## config.mk

```make
export PLATFORM = sky130hd
export DESIGN_NAME = dadd_rslt_fifo
export DESIGN_NICKNAME = d
export VERILOG_FILES = /design/src/rtl/dadd_pkg.sv /design/src/rtl/dadd_sync_fifo.sv /design/src/rtl/dadd_rslt_fifo.sv
export SDC_FILE = /design/constraint.sdc
export NUM_CORES = 1
export LEC_CHECK = 0
export CAP_MARGIN = 25
export CORE_UTILIZATION = 35
export CTS_BUF_LIST = sky130_fd_sc_hd__clkbuf_4 sky130_fd_sc_hd__clkbuf_8
export DETAILED_ROUTE_END_ITERATION = 6
export PLACE_DENSITY = 0.56
export SLEW_MARGIN = 20
export SYNTH_ARGS = -nofsm -noshare
export SYNTH_HDL_FRONTEND = slang
export SYNTH_HIERARCHICAL = 1
export SYNTH_SLANG_ARGS = --single-unit
```

## constraint.sdc

```tcl
create_clock -name clk -period 7.05 [get_ports clk]
set_clock_uncertainty 0.15 [all_clocks]
set_input_delay 1.41 -clock clk [delete_from_list [all_inputs] [get_ports clk]]
set_output_delay 1.41 -clock clk [all_outputs]
set_load 0.03 [all_outputs]
```

## src/rtl/dadd_pkg.sv

```systemverilog
// Shared widths and the result record carried from the dadd datapath to writeback.
package dadd_pkg;

  localparam int DADD_DATA_W = 32;
  localparam int DADD_ADDR_W = 8;

  typedef struct packed {
    logic [DADD_ADDR_W-1:0] addr;
    logic [DADD_DATA_W-1:0] data;
  } dadd_rslt_t;

endpackage

```

## src/rtl/dadd_sync_fifo.sv

```systemverilog
// Generic single-clock first-word-fall-through FIFO; the head entry is always
// presented on rd_data, and the caller must never push when full without a pop.
module dadd_sync_fifo
  import dadd_pkg::*;
#(
  parameter  int WIDTH = DADD_ADDR_W + DADD_DATA_W,
  parameter  int DEPTH = 8,
  localparam int AW    = $clog2(DEPTH),
  localparam int CW    = AW + 1
) (
  input  logic             clk,
  input  logic             rst,
  input  logic             push,
  input  logic [WIDTH-1:0] wr_data,
  input  logic             pop,
  output logic [WIDTH-1:0] rd_data,
  output logic [CW-1:0]    cnt,
  output logic             full,
  output logic             empty
);

  logic [WIDTH-1:0] mem [DEPTH];

  // Pointers carry one extra wrap bit so equal indices can mean full or empty.
  logic [AW:0]   wr_ptr_reg, wr_ptr_next;
  logic [AW:0]   rd_ptr_reg, rd_ptr_next;
  logic [CW-1:0] cnt_reg, cnt_next;
  logic          full_reg, full_next;

  always_comb begin
    wr_ptr_next = wr_ptr_reg;
    rd_ptr_next = rd_ptr_reg;
    cnt_next    = cnt_reg;
    if (push) begin
      wr_ptr_next = wr_ptr_reg + (AW+1)'(1);
    end
    if (pop) begin
      rd_ptr_next = rd_ptr_reg + (AW+1)'(1);
    end
    if (push && !pop) begin
      cnt_next = cnt_reg + CW'(1);
    end else if (pop && !push) begin
      cnt_next = cnt_reg - CW'(1);
    end
    full_next = (cnt_next == CW'(DEPTH));
  end

  always_ff @(posedge clk) begin
    if (rst) begin
      wr_ptr_reg <= '0;
      rd_ptr_reg <= '0;
      cnt_reg    <= '0;
      full_reg   <= 1'b0;
    end else begin
      wr_ptr_reg <= wr_ptr_next;
      rd_ptr_reg <= rd_ptr_next;
      cnt_reg    <= cnt_next;
      full_reg   <= full_next;
    end
  end

  always_ff @(posedge clk) begin
    if (push && !rst) begin
      mem[wr_ptr_reg[AW-1:0]] <= wr_data;
    end
  end

  assign rd_data = mem[rd_ptr_reg[AW-1:0]];
  assign cnt     = cnt_reg;
  assign full    = full_reg;
  assign empty   = (cnt_reg == '0);

endmodule

```

## src/rtl/dadd_rslt_fifo.sv

```systemverilog
// Captures dadd results into a FIFO for writeback; the core cannot be stalled,
// so results arriving while full are dropped and counted.
module dadd_rslt_fifo
  import dadd_pkg::*;
#(
  parameter int DATA_W = DADD_DATA_W,
  parameter int ADDR_W = DADD_ADDR_W,
  parameter int DEPTH  = 8,
  parameter int CNT_W  = 16
) (
  input  logic                     clk,
  input  logic                     rst,
  input  logic                     dadd_out_en,
  input  logic [ADDR_W-1:0]        dadd_out_addr,
  input  logic [DATA_W-1:0]        dadd_out,
  output logic                     wb_valid,
  input  logic                     wb_ready,
  output logic [ADDR_W-1:0]        wb_addr,
  output logic [DATA_W-1:0]        wb_data,
  output logic [$clog2(DEPTH):0]   fifo_cnt,
  output logic                     fifo_full,
  output logic                     ovf_sticky,
  input  logic                     ovf_clr,
  output logic [CNT_W-1:0]         drop_cnt
);

  localparam int W = ADDR_W + DATA_W;

  logic [W-1:0]       head;
  logic               fifo_empty;
  logic               pop, push, drop;
  logic               ovf_reg;
  logic [CNT_W-1:0]   drop_cnt_reg;

  assign pop  = wb_valid && wb_ready;
  assign push = dadd_out_en && (!fifo_full || pop);
  assign drop = dadd_out_en && fifo_full && !pop;

  dadd_sync_fifo #(
    .WIDTH (W),
    .DEPTH (DEPTH)
  ) u_fifo (
    .clk     (clk),
    .rst     (rst),
    .push    (push),
    .wr_data ({dadd_out_addr, dadd_out}),
    .pop     (pop),
    .rd_data (head),
    .cnt     (fifo_cnt),
    .full    (fifo_full),
    .empty   (fifo_empty)
  );

  // Storage is not reset, so the head is masked to keep outputs clean when empty.
  assign wb_valid = !fifo_empty;
  assign wb_addr  = fifo_empty ? '0 : head[W-1 -: ADDR_W];
  assign wb_data  = fifo_empty ? '0 : head[DATA_W-1:0];

  always_ff @(posedge clk) begin
    if (rst) begin
      ovf_reg      <= 1'b0;
      drop_cnt_reg <= '0;
    end else begin
      if (drop) begin
        ovf_reg <= 1'b1;
      end else if (ovf_clr) begin
        ovf_reg <= 1'b0;
      end
      if (drop && (drop_cnt_reg != '1)) begin
        drop_cnt_reg <= drop_cnt_reg + CNT_W'(1);
      end
    end
  end

  assign ovf_sticky = ovf_reg;
  assign drop_cnt   = drop_cnt_reg;

endmodule

```

Word level (Yosys, flattened, before mapping)
Memories as Yosys holds them, arrays and structs flattened. A register that Yosys moved wholly into a read port is not among the register bits.
Index checks and enable logic that the tools add are counted.
{ "totals": {"output_inout_bits": 63, "memories": 1, "ff_bits": 30, "elab_cells": 40, "ram_bits": 320} }
{ "op_classes": {"addsub": 5, "eq_ne": 2, "reduce_logical": 16, "mux": 10} }
{ "mem_list": {"columns": ["memory", "words", "word_bits", "rd", "rd_ports_with_merged_regs", "wr", "line_no", "source"], "rows": [
  ["u_fifo.mem", 8, 40, 1, 1, 1, "dadd_sync_fifo.sv:22", "logic [WIDTH-1:0] mem [DEPTH];"]
]} }
{ "ops": {"columns": ["op", "count"], "rows": [
  ["$mux W32", 1],
  ["$add A16 B1 Y16 const B", 1],
  ["$ne A16 B16 Y1 const B", 1],
  ["$add A4 B1 Y4 const B", 3],
  ["$logic_and A1 B1 Y1", 8],
  ["$mux W4", 2],
  ["$mux W8", 1],
  ["$mux W3", 2],
  ["$logic_not A1 Y1", 5],
  ["$eq A4 B4 Y1 const B", 1],
  ["$logic_not A4 Y1", 1],
  ["$mux W1", 4],
  ["$sub A4 B1 Y4 const B", 1],
  ["$reduce_bool A2 Y1", 1],
  ["$logic_or A1 B1 Y1", 1]
]} }

Logic depth before layout (Yosys ltp)
Gate-level depths: netlist (run 1).
{ "depth": {"word_depth": 10, "depth_mapped": 10, "ltp_nobuf": 9} }

Hierarchy
Netlist (run 1), hierarchy kept.
{ "by_module_without_submodules": {"columns": ["module", "cells_per_inst", "seq_area_each_um2", "area_per_inst_um2", "n_inst"], "rows": [
  ["dadd_sync_fifo", 543, 9889.5, 13007.5, 1],
  ["dadd_rslt_fifo", 156, 340.3, 1201.2, 1]
]} }

Worst setup path after synthesis (run 1)
OpenSTA, ideal clock, no wires.
{ "synth_path": {"path_type": "input to register", "start": "in wb_ready", "end": "mem u_fifo/mem[0][0] (netlist bit) (enable)", "required_ns": 6.363, "path_buffers": 2, "arrival_time_ns": 6.247, "slack_ns": 0.116, "stages": 6, "path_cell_list": "or2b_4 > a21boi_0 > clkbuf_1 > buf_2 > nand2b_1 > nor4_1"} }
{ "synth_via": {"elab_chain_cells": 6} }
{ "synth_lines": {"columns": ["item", "line_no", "source"], "rows": [
  ["start, declared", "dadd_rslt_fifo.sv:17", "input logic wb_ready,"],
  ["$logic_and A1 B1 Y1", "dadd_rslt_fifo.sv:35", "assign pop = wb_valid && wb_ready;"],
  ["$logic_or A1 B1 Y1", "dadd_rslt_fifo.sv:36", "assign push = dadd_out_en && (!fifo_full || pop);"],
  ["$logic_and A1 B1 Y1", "dadd_rslt_fifo.sv:36", null],
  ["named net push", "dadd_rslt_fifo.sv:31", "logic pop, push, drop;"],
  ["$logic_and A1 B1 Y1", "dadd_sync_fifo.sv:63", "if (push && !rst) begin"],
  ["$mux W1", "dadd_sync_fifo.sv:63", null],
  ["$mux W1 (implied by the code)", "dadd_sync_fifo.sv:64", "mem[wr_ptr_reg[AW-1:0]] <= wr_data;"],
  ["end, declared", "dadd_sync_fifo.sv:22", null]
]} }
The timed path passes the listed nets, and every way through them passes these cells.

==> qor_table.md, run 1 <==
| Stage | Item | Value |
|---|---|---|
| clocking | # hold bufs at CTS | 0 |
| routing | Vias after detailed routing | 7115 |
| worst setup path | Slowest stage delay, CP | 0.83 ns |
| layout | Antenna cells | 0 |
| yosys | Number of flops mapped to enable cells by yosys | 320 |
| clocking | Clock buffers created by TritonCTS | 58 |
| floorplan | Starting Density | 35.6% |
| layout | P&R area growth vs syn | 20.9% |
| clocking | Number of setup buffers added after CTS | 0 |
| global route | Initial antenna violation count | 1 |
| sta | Final setup violating endpoints | 0 |
| yosys | Post-Synthesis Net Count | 749 |
| placed design | Total cell area at the placement stage | 16000 um^2 |
| clocking | Buffer depth of the longest clock path | 3 |
| yosys | Total of flip-flops plus latches after synthesis | 351 |
| sta | Final-layout setup total negative slack | 0 ns |
| floorplan | Number of primary I/O pins | 108 |
| global route | Wire length of the first global-routing pass | 44100 um |
| worst setup path | Setup CP Type | reg2out |
| yosys | Main flop type after synthesis | sky130_fd_sc_hd__edfxtp_1 |
| clocking | Clock-pin transition on the worst setup and hold timing paths | 0.06 ns |
| clocking | Post-cts resize count | 0 |
| routing | Remaining design rule violation count | 0 |
| clocking | Clock tree from TritonCTS | built |
| clocking | Clock Latency Late Sink | 0.63 ns |
| worst setup path | Levels on crit path | 5 |
| yosys | Top cell type by total area after synthesis | sky130_fd_sc_hd__edfxtp_1 |
| yosys | Yosys Warn Count | 6 |
| sta | Setup repair after global routing missed its margin | false |
| sta | Final worst path period share | 74.1% |
| yosys | Area share of the largest cell type after synthesis | 67.6% |
| placed design | Count of port buffers added during placement | 107 |
| worst hold path | Instance count along the most critical hold path | 2 |
| yosys | Share of the yosys chip area belonging to registers | 72.0% |
| routing | Final antenna-violating net count | 0 |
| yosys | Dominant cell by count in the synthesized netlist | sky130_fd_sc_hd__edfxtp_1 |
| clocking | Clk Tree Root Cell | sky130_fd_sc_hd__clkbuf_8 |
| routing | Iter 0 DRT Violations | 364 |
| sta | Worst hold margin | 0.318 ns |
| worst setup path | Crit path max-delay family | buffers and inverters |
| sta | Clock period minus final worst setup slack | 5.22 ns |
| sta | Count of pins over their slew limit | 0 |
| sta | Relative slew slack | 44.4% |
| floorplan | Die area | 41400 um^2 |
| worst hold path | Worst min-delay path class | reg2reg |
| placed design | Dpl cells | 1316 |
| worst setup path | Peak fanout along the critical path | 42 |
| floorplan | Die Span X | 203 um |
| floorplan | Total number of placement rows | 73 |
| global route | Pin count of the biggest net entering global routing | 48 |
| placed design | Final GP Congestion | 0.773 |
| global route | Total global routing overflow | 0 |
| worst setup path | Arrival time of data at the critical path endpoint | 3.66 ns |
| clocking | Depth of the CTS H-tree | 2 |
| layout | Finished Layout Cells | 1422 |
| worst setup path | Cells traversed along the worst timing path | buf_4, mux4_1, mux2_2, nor2b_1, clkdlybuf4s50_1 |
| worst setup path | Length in cells of the worst reg-to-reg path | 10 |
| clocking | Clock tree sinks | 351 |
| yosys | Distinct cell type count of the synthesized netlist | 49 |
| global route | Total global routing track utilization | 14.3% |
| layout | Final design area excluding fillers | 17200 um^2 |
| worst setup path | WP data required | 5.49 ns |
| run status | Result of the run | complete, no violations |
| sta | Final hold vios | 0 |
| yosys | List of most frequent post-synthesis cells | sky130_fd_sc_hd__edfxtp_1 (320), sky130_fd_sc_hd__mux4_1 (80), sky130_fd_sc_hd__nor2b_1 (45) |
| routing | First drt pass iteration count | 4 |
| yosys | Post-Syn Area per Cell | 20.3 um^2 |
| routing | Total wire length | 29200 um |
| worst setup path | Slowest library cell on the worst path | sky130_fd_sc_hd__dfxtp_4 |
| power | Leakage power figure | 5.50 nW |
| yosys | Proportion of register bits with asynchronous set or reset after synthesis | 0% |
| worst setup path | Kind of end point of the critical path | output port |
| yosys | Largest cells by area after synthesis | sky130_fd_sc_hd__edfxtp_1 (68%), sky130_fd_sc_hd__mux4_1 (15%), sky130_fd_sc_hd__dfxtp_1 (4.4%) |
| worst setup path | Slack of the worst reg-to-reg path | 3.14 ns |
| run | Max Cap Viol | 0 |
| power | Worst supply voltage drop on vdd | 0.000175 V |
| yosys | Gate Count Post-Synth | 699 |
| layout | Number of flip-flops in the largest register | 320 |
| power | P per Cell Area | 338 nW/um^2 |
| floorplan | Area of the core region | 39900 um^2 |
| worst setup path | Number of buffer and inverter instances along the worst setup path | 2 |
| global route | Vias in the first global route | 7305 |
| sta | Worst-margin pin slew | 0.832 ns |
| yosys | Post-synthesis instance area | 14200 um^2 |
| floorplan | Die Height | 203 um |
| sta | Achievable clock frequency | 191 MHz |
| routing | Wirelength per Cell | 20.5 um |
| worst setup path | Nature of the critical path startpoint | register |
| routing | Mean number of vias per cell | 5.00 |
| layout | Number of nets in the finished design | 902 |
| placed design | DP HPWL | 17100 um |
| layout | Fraction of layout cells with a size suffix above 1 | 19.7% |
==> placed cells by master, fill, tap and decap left out, types with 4 or more instances in the layout <==
cell and count:
sky130_fd_sc_hd__clkinv_2 13, sky130_fd_sc_hd__edfxtp_1 320, sky130_fd_sc_hd__dfxtp_1 28, sky130_fd_sc_hd__clkbuf_8 58
sky130_fd_sc_hd__a21oi_1 8, sky130_fd_sc_hd__inv_1 8, sky130_fd_sc_hd__nor3_1 8, sky130_fd_sc_hd__buf_4 17
sky130_fd_sc_hd__nor2_1 21, sky130_fd_sc_hd__ha_1 5, sky130_fd_sc_hd__a211oi_1 4, sky130_fd_sc_hd__nor2b_1 45
sky130_fd_sc_hd__nor2_4 6, sky130_fd_sc_hd__clkdlybuf4s50_1 107, sky130_fd_sc_hd__mux2i_1 4, sky130_fd_sc_hd__clkinv_1 9
sky130_fd_sc_hd__nand2_1 15, sky130_fd_sc_hd__nor4_1 4, sky130_fd_sc_hd__clkbuf_4 19, sky130_fd_sc_hd__mux2_2 42
sky130_fd_sc_hd__nand3_1 7, sky130_fd_sc_hd__xor2_1 4, sky130_fd_sc_hd__mux4_1 80
==> report_power, final <==
part	total [mW]	switching, mW	leakage, nW	internal [mW]
clock network	1.79	0.803	0.627	0.986
logic	1.58	0.826	1.73	0.757
registers	2.44	0.105	3.14	2.33
total	5.81	1.73	5.50	4.07
==> final timing paths <==
kind / start / endpoint
min reg2reg: ovf_sticky / ovf_sticky
max: register / wb_data[10]
max reg2reg: u_fifo/cnt[0] / u_fifo/mem[4][31]
min: ovf_sticky / ovf_sticky
==> logic make-up after synthesis <==
logic type	Yosys count	share of synthesized area [%]
AOI/OAI and AO/OA	30	1.49
xor gates and xnor gates	6	0.370
adders and majority gates	5	0.440
buffers and inverters	43	1.63
DFF	351	72.0
muxes	129	18.6
and+or+nand+nor	135	5.43
==> layout make-up <==
| type | instances | area (um^2) |
|---|---|---|
| Clock buffer | 77 | 941 |
| Clock inverter | 28 | 229 |
| Inverter | 9 | 33.8 |
| Fill cell | 3510 | 22700 |
| Sequential cell | 351 | 10200 |
| Multi-Input combinational cell | 305 | 3810 |
| Timing Repair Buffer | 127 | 1270 |
| Tap cell | 525 | 657 |
==> routing by layer <==
layer  GRT usage [%]  up-vias  wire, um
met4            4.35        2       477
met3            3.29       41      1340
met1            19.6     3668     13600
met2            22.5      174     13700
li1                -     3230         -
met5               0        -        12
==> tightest hold or removal path: stages, from the launching register on <==
cell	delay [ns]
sky130_fd_sc_hd__dfxtp_1	0.31
sky130_fd_sc_hd__nand2b_1	0.06
sky130_fd_sc_hd__a21oi_1	0.05
==> metrics by stage <==
step / setup slack [ns] / utilization, % / total power, mW
2_1_floorplan: 0.116 / - / 3.51
3_3_place_gp: 2.41 / 39.9 / 4.08
3_5_place_dp: 2.42 / 40.1 / 4.09
4_1_cts: 1.74 / 43.0 / 5.91
5_1_grt: 1.68 / 43.0 / 6.07
6_report: 1.83 / 43.0 / 5.81
Power figures use the tool's default switching activity.
==> inputs of run 2 (changes only) <==
Clock period 7.05 ns to 4.4 ns, I/O delays scaled along.
==> run 2 against run 1 <==
Global-route usage grew 0.66 points; final cell count grew 0.63%; combinational power increased by 71%; wire length increased by 5.0%; utilization grew 0.30 points; final area up 0.70%; power grew 60%; largest cell class unchanged; largest power group unchanged; die area did not move; via count grew 1.1%; flip-flop and latch count is the same; sequential share of layout area fell by 0.41 points; critical endpoint is now wb_data[29]; critical path type unchanged.
==> qor_table.md, run 2 (same netlist as run 1, synthesis figures left out) <==
| Stage | Item | Value | Delta |
|---|---|---|---|
| worst setup path | Peak fanout along the critical path | 14 | -67% |
| layout | P&R area growth vs syn | 21.7% |  |
| sta | Worst-margin pin slew | 0.722 ns | -0.110 ns |
| sta | Final setup violating endpoints | 0 | unchanged |
| sta | Final-layout setup total negative slack | 0 ns | unchanged |
| routing | Remaining design rule violation count | 0 | unchanged |
| routing | First drt pass iteration count | 4 | unchanged |
| routing | Wirelength per Cell | 21.4 um | +4.3% |
| sta | Achievable clock frequency | 240 MHz |  |
| clocking | Depth of the CTS H-tree | 2 | unchanged |
| worst setup path | Kind of end point of the critical path | output port |  |
| global route | Met3 demand-to-capacity share in global routing | 3.72% | +0.43 points |
| global route | Met2 usage | 24.1% | +1.6 points |
| layout | Fraction of layout cells with a size suffix above 1 | 19.8% | +0.047 points |
| global route | GR Util met1 | 19.9% | +0.27 points |
| worst setup path | Arrival time of data at the critical path endpoint | 3.13 ns | -0.53 ns |
| placed design | DP HPWL | 18000 um | +5.2% |
| sta | Clock period minus final worst setup slack | 4.16 ns |  |
| worst setup path | Reg2reg start | u_fifo/cnt[0] |  |
| power | Leakage power figure | 5.54 nW | +0.65% |
| clocking | Buffer depth of the longest clock path | 3 | unchanged |
| worst setup path | Nature of the critical path startpoint | register |  |
| sta | Final worst path period share | 94.5% |  |
| clocking | # hold bufs at CTS | 0 | unchanged |
| layout | Number of flip-flops in the largest register | 320 | unchanged |
| floorplan | Number of primary I/O pins | 108 | unchanged |
| global route | Total global routing overflow | 0 | unchanged |
| global route | Pin count of the biggest net entering global routing | 33 | -31% |
| clocking | Post-cts resize count | 0 | unchanged |
| power | Worst supply voltage drop on vdd | 0.000305 V | +74% |
| routing | Mean number of vias per cell | 5.03 | +0.49% |
| clocking | Clk Tree Root Cell | sky130_fd_sc_hd__clkbuf_8 |  |
| routing | Total wire length | 30700 um | +5.0% |
| power | Post-layout power | 9.27 mW | +60% |
| clocking | Number of setup buffers added after CTS | 0 | unchanged |
| worst hold path | Worst min-delay path class | reg2reg |  |
| routing | Vias after detailed routing | 7195 | +1.1% |
| power | P per Cell Area | 536 nW/um^2 | +59% |
| global route | Initial antenna violation count | 2 | +1 |
| layout | Number of nets in the finished design | 912 | +1.1% |
| clocking | Clock buffers created by TritonCTS | 58 | unchanged |
| placed design | Final GP Congestion | 0.751 | -2.9% |
| routing | Iter 0 DRT Violations | 328 | -9.9% |
| worst hold path | Startpoint of the worst hold path | ovf_sticky |  |
| worst setup path | Setup CP Type | reg2out |  |
| global route | Total global routing track utilization | 14.9% | +0.66 points |
| floorplan | Area of the core region | 39900 um^2 | unchanged |
| layout | Most common library cell in the layout ignoring fill and taps | sky130_fd_sc_hd__edfxtp_1 |  |
| worst setup path | WP data required | 3.37 ns | -2.12 ns |
| routing | Final antenna-violating net count | 0 | unchanged |
| floorplan | Starting Density | 35.6% | unchanged |
| clocking | Clock tree sinks | 351 | unchanged |
| global route | Wire length of the first global-routing pass | 45400 um | +2.9% |
| placed design | Count of port buffers added during placement | 107 | unchanged |
| layout | Commonest cells after routing, fill and taps aside | sky130_fd_sc_hd__edfxtp_1 (320), sky130_fd_sc_hd__clkdlybuf4s50_1 (107), sky130_fd_sc_hd__mux4_1 (80) |  |
| sta | Final hold vios | 0 | unchanged |
| sta | Setup repair after global routing missed its margin | false |  |
| clocking | Clock Latency Late Sink | 0.62 ns | about the same |
| layout | Final standard cell utilization of the core | 43.3% | +0.30 points |
| clocking | Clock tree from TritonCTS | built |  |
| floorplan | Die Height | 203 um | unchanged |
| global route | Vias in the first global route | 7388 | +1.1% |
| run status | Result of the run | complete, no violations |  |
| run | Max Cap Viol | 0 | unchanged |
| floorplan | Total number of placement rows | 73 | unchanged |
| sta | Relative slew slack | 51.4% | +7.0 points |
| global route | Most crowded layer after global routing | met2 |  |
| floorplan | Die Span X | 203 um | unchanged |
| clocking | Clock-pin transition on the worst setup and hold timing paths | 0.06 ns | about the same |
| floorplan | Die area | 41400 um^2 | unchanged |
| sta | Count of pins over their slew limit | 0 | unchanged |
==> run 2: cell types whose count changed in the layout (fill, tap and decap cells not counted), moves of 2 or more <==
cell / delta
sky130_fd_sc_hd__buf_12: +10
sky130_fd_sc_hd__buf_16: -2
sky130_fd_sc_hd__buf_4: +2
sky130_fd_sc_hd__bufinv_16: -2
sky130_fd_sc_hd__clkbuf_4: +4
sky130_fd_sc_hd__clkinv_1: +6
sky130_fd_sc_hd__clkinv_2: -10
sky130_fd_sc_hd__nor4_2: -2
sky130_fd_sc_hd__nor4_4: +2
==> run 2: worst max-delay path: stages (launching register included) <==
cell and delay, ns:
sky130_fd_sc_hd__dfxtp_4 0.48, sky130_fd_sc_hd__buf_4 0.32, sky130_fd_sc_hd__mux4_1 0.61, sky130_fd_sc_hd__mux2_2 0.33, sky130_fd_sc_hd__nor2b_1 0.15, sky130_fd_sc_hd__clkdlybuf4s50_1 0.61
==> run 2: final timing paths <==
kind	to	slack (ns)	cells after the start
setup / recovery	wb_data[29]	0.24	5
hold / removal	ovf_sticky	0.33	2
setup reg to reg	u_fifo/mem[5][30]	0.93	9
hold reg to reg	ovf_sticky	0.33	2
==> run 2: cell type report <==
| cell class | count | area [um^2] |
|---|---|---|
| fill | 3509 | 22600 |
| sequential | 351 | 10200 |
| multi-input combinational | 305 | 3830 |
| timing repair buffer | 137 | 1430 |
| clock buffer | 81 | 971 |
| tap | 525 | 657 |
| clock inverter | 22 | 143 |
| inverter | 9 | 33.8 |
| antenna | 1 | 2.50 |
==> run 2: per-stage QoR <==
stage / area [um^2] / instances / worst slack (ns) / hold slack, ns
6_report: 17300 / 1431 / 0.241 / 0.327
3_3_place_gp: 16200 / 1326 / 0.523 / 0.319
5_1_grt: 17300 / 1430 / 0.119 / 0.373
4_1_cts: 17300 / 1430 / 0.150 / 0.334
2_1_floorplan: 14200 / 699 / -0.0560 / 0.325
3_5_place_dp: 16200 / 1327 / 0.786 / 0.324
==> run 2: power by group <==
group          switching [mW]  internal [mW]  leakage, nW  total (mW)
Sequential             0.0999           3.73         3.14        3.83
Combinational            1.43           1.27         1.80        2.70
Clock                    1.26           1.48        0.591        2.74
Total                    2.78           6.49         5.54        9.27
==> run 2: routing by layer <==
metal | part of all wire, % | up-vias | wire, um
met5 | 0.10 | - | 31
met4 | 1.7 | 4 | 524
met3 | 4.9 | 53 | 1510
met2 | 48 | 198 | 14600
met1 | 46 | 3682 | 14000
li1 | - | 3258 | -
==> inputs of run 3 (changes only) <==
Settings changed: CTS_CLUSTER_SIZE set to 24, SLEW_MARGIN 20 to unset.
==> results of run 3 <==
The final DEF is identical to that of run 2; final timing and power are the same.
==> variant (settings of run 1) <==
Set the parameter `CNT_W` to 18 (it was 16).
--- a/src/rtl/dadd_rslt_fifo.sv
+++ b/src/rtl/dadd_rslt_fifo.sv
@@ -6,7 +6,7 @@
   parameter int DATA_W = DADD_DATA_W,
   parameter int ADDR_W = DADD_ADDR_W,
   parameter int DEPTH  = 8,
-  parameter int CNT_W  = 16
+  parameter int CNT_W  = 18
 ) (
   input  logic                     clk,
   input  logic                     rst,
Ports: changed (resized drop_cnt); port bits go from 108 to 110. No check against the original RTL was run, so the function may have changed too.
==> variant against run 1 <==
  * Routed wire length increased by 2.0%
  * Cell area hardly changed
  * Synthesized area grew 0.67%
  * Setup slack improved by 200 ps
  * Sequential cell count up 2
  * Synthesized cell count up 1.1%
  * Power is 1.0% lower
  * Sequential share of layout area grew 0.23 points
  * Combinational power rose by 3%
  * Critical path depth is 1 higher
  * Critical path type unchanged
  * Largest cell class unchanged
  * Largest power group unchanged
==> variant: results (changes against run 1) <==
[outcome]
outcome = completed  ; unchanged

[clocking]
cts_setup_buffers = 0  ; unchanged
clkLatencyLatePin_ps = 600  ; was 630 ps
cts_root_buf = clkbuf_8  ; unchanged
cts_inserted_buffers = 57  ; was 58

[layout]
nNetsFinal = 909  ; was 902
drive_above_1_share_pct = 18.89  ; was 19.73%
layout.cells.non_filler = 1426  ; was 1,422

[global_route]
track_usage_pct = 14.45  ; was 14.25%
grt_pass1_wl_mm = 44.97  ; was 44.14 mm
use_met1_pct = 20.07  ; was 19.60%
use_met3_pct = 3.524  ; was 3.292%
use_met2_pct = 22.38  ; was 22.49%
grt_max_degree = 57  ; was 48
antenna_found_initial = 3  ; was 1

[yosys]
synthTopCellsByArea = edfxtp_1 (67%), mux4_1 (15%), dfxtp_1 (4.6%)  ; was edfxtp_1 (68%), mux4_1 (15%), dfxtp_1 (4.4%)
synth_commonest_cells = edfxtp_1 (320), mux4_1 (80), mux2_2 (41), nor2_1 (41), nor2b_1 (40)  ; was edfxtp_1 (320), mux4_1 (80), nor2b_1 (45)
synth-seq-area-share_pct = 71.80  ; was 72.00%
ys_types = 48  ; was 49
async_reset_ff_share_pct = 0  ; unchanged
synthCells = 707  ; was 699
synth.net_count = 757  ; was 749

[critical_path]
r2r_end = u_fifo/mem[4][28]$_DFFE_PP_  ; was u_fifo/mem[4][31]$_DFFE_PP_
r2r_slack_ps = 2890  ; was 3140 ps
crit_arrival_ps = 3460  ; was 3660 ps
critPathCapture = wb_addr[7]  ; was wb_data[10]
r2r_cells = 10  ; unchanged

[power_and_ir_drop]
p_leak_nw = 5.537  ; was 5.502 nW
clockPowerShare_pct = 29.7  ; was 30.8%
power.total_mw = 5.749  ; was 5.807 mW
irDropWorstVdd_mv = 0.2052  ; was 0.1747 mV
p_int_mw = 4.032  ; was 4.074 mW
combPwrFrac_pct = 28.1  ; was 27.3%

[drt]
wl_met1_mm = 13.76  ; was 13.64 mm
wl_met3_mm = 1.539  ; was 1.340 mm
post_drt_wl_per_cell_um = 20.89  ; was 20.54 um
wl_met2_mm = 13.87  ; was 13.73 mm
vias = 7155  ; was 7,115
first_iter_violations = 361  ; was 364

[sta]
tightest_slew_ps = 990.6  ; was 831.9 ps
fin_crit_sh_pct = 71.18  ; was 74.08%
hold_slack_ps = 343.8  ; was 317.6 ps

[place]
dp_hpwl_mm = 17.05  ; was 17.08 mm
place_area_um2 = 16070  ; was 15,990 um^2
portBuffers = 109  ; was 107
place_inst = 1325  ; was 1,316
place_congestion = 0.7871  ; was 0.7731
pre_cts_slack_ps = 2188  ; was 2416 ps

## variant: cells by family (layout without fill, tap and decap cells)
group | Yosys count | count (layout) | synth area share, %
other | 0 | 1 | 0
buffers and inverters | 42 | 235 | 1.671
flip-flops | 353 | 353 | 71.80
adder cells (fa/ha/maj) | 5 | 5 | 0.4374
AND/OR/NAND/NOR | 139 | 139 | 5.353
AO/OA/AOI/OAI | 22 | 22 | 1.233
XOR/XNOR | 19 | 19 | 1.163
multiplexers | 127 | 127 | 18.34
## variant: area by class of cell
class	count	area, um^2
inverter	7	26.28
antenna	1	2.502
clock buffer	80	969.7
clock inverter	20	133.9
sequential	353	10280
tap	525	656.9
fill	3579	22830
multi-input combinational	312	3857
timing repair buffer	128	1254
## variant: critical path, stage by stage (launching register included)
cell	delay [ps]
dfxtp_4	590
buf_16	320
buf_4	280
mux4_1	570
mux2_2	300
nor2b_1	140
clkdlybuf4s50_1	610
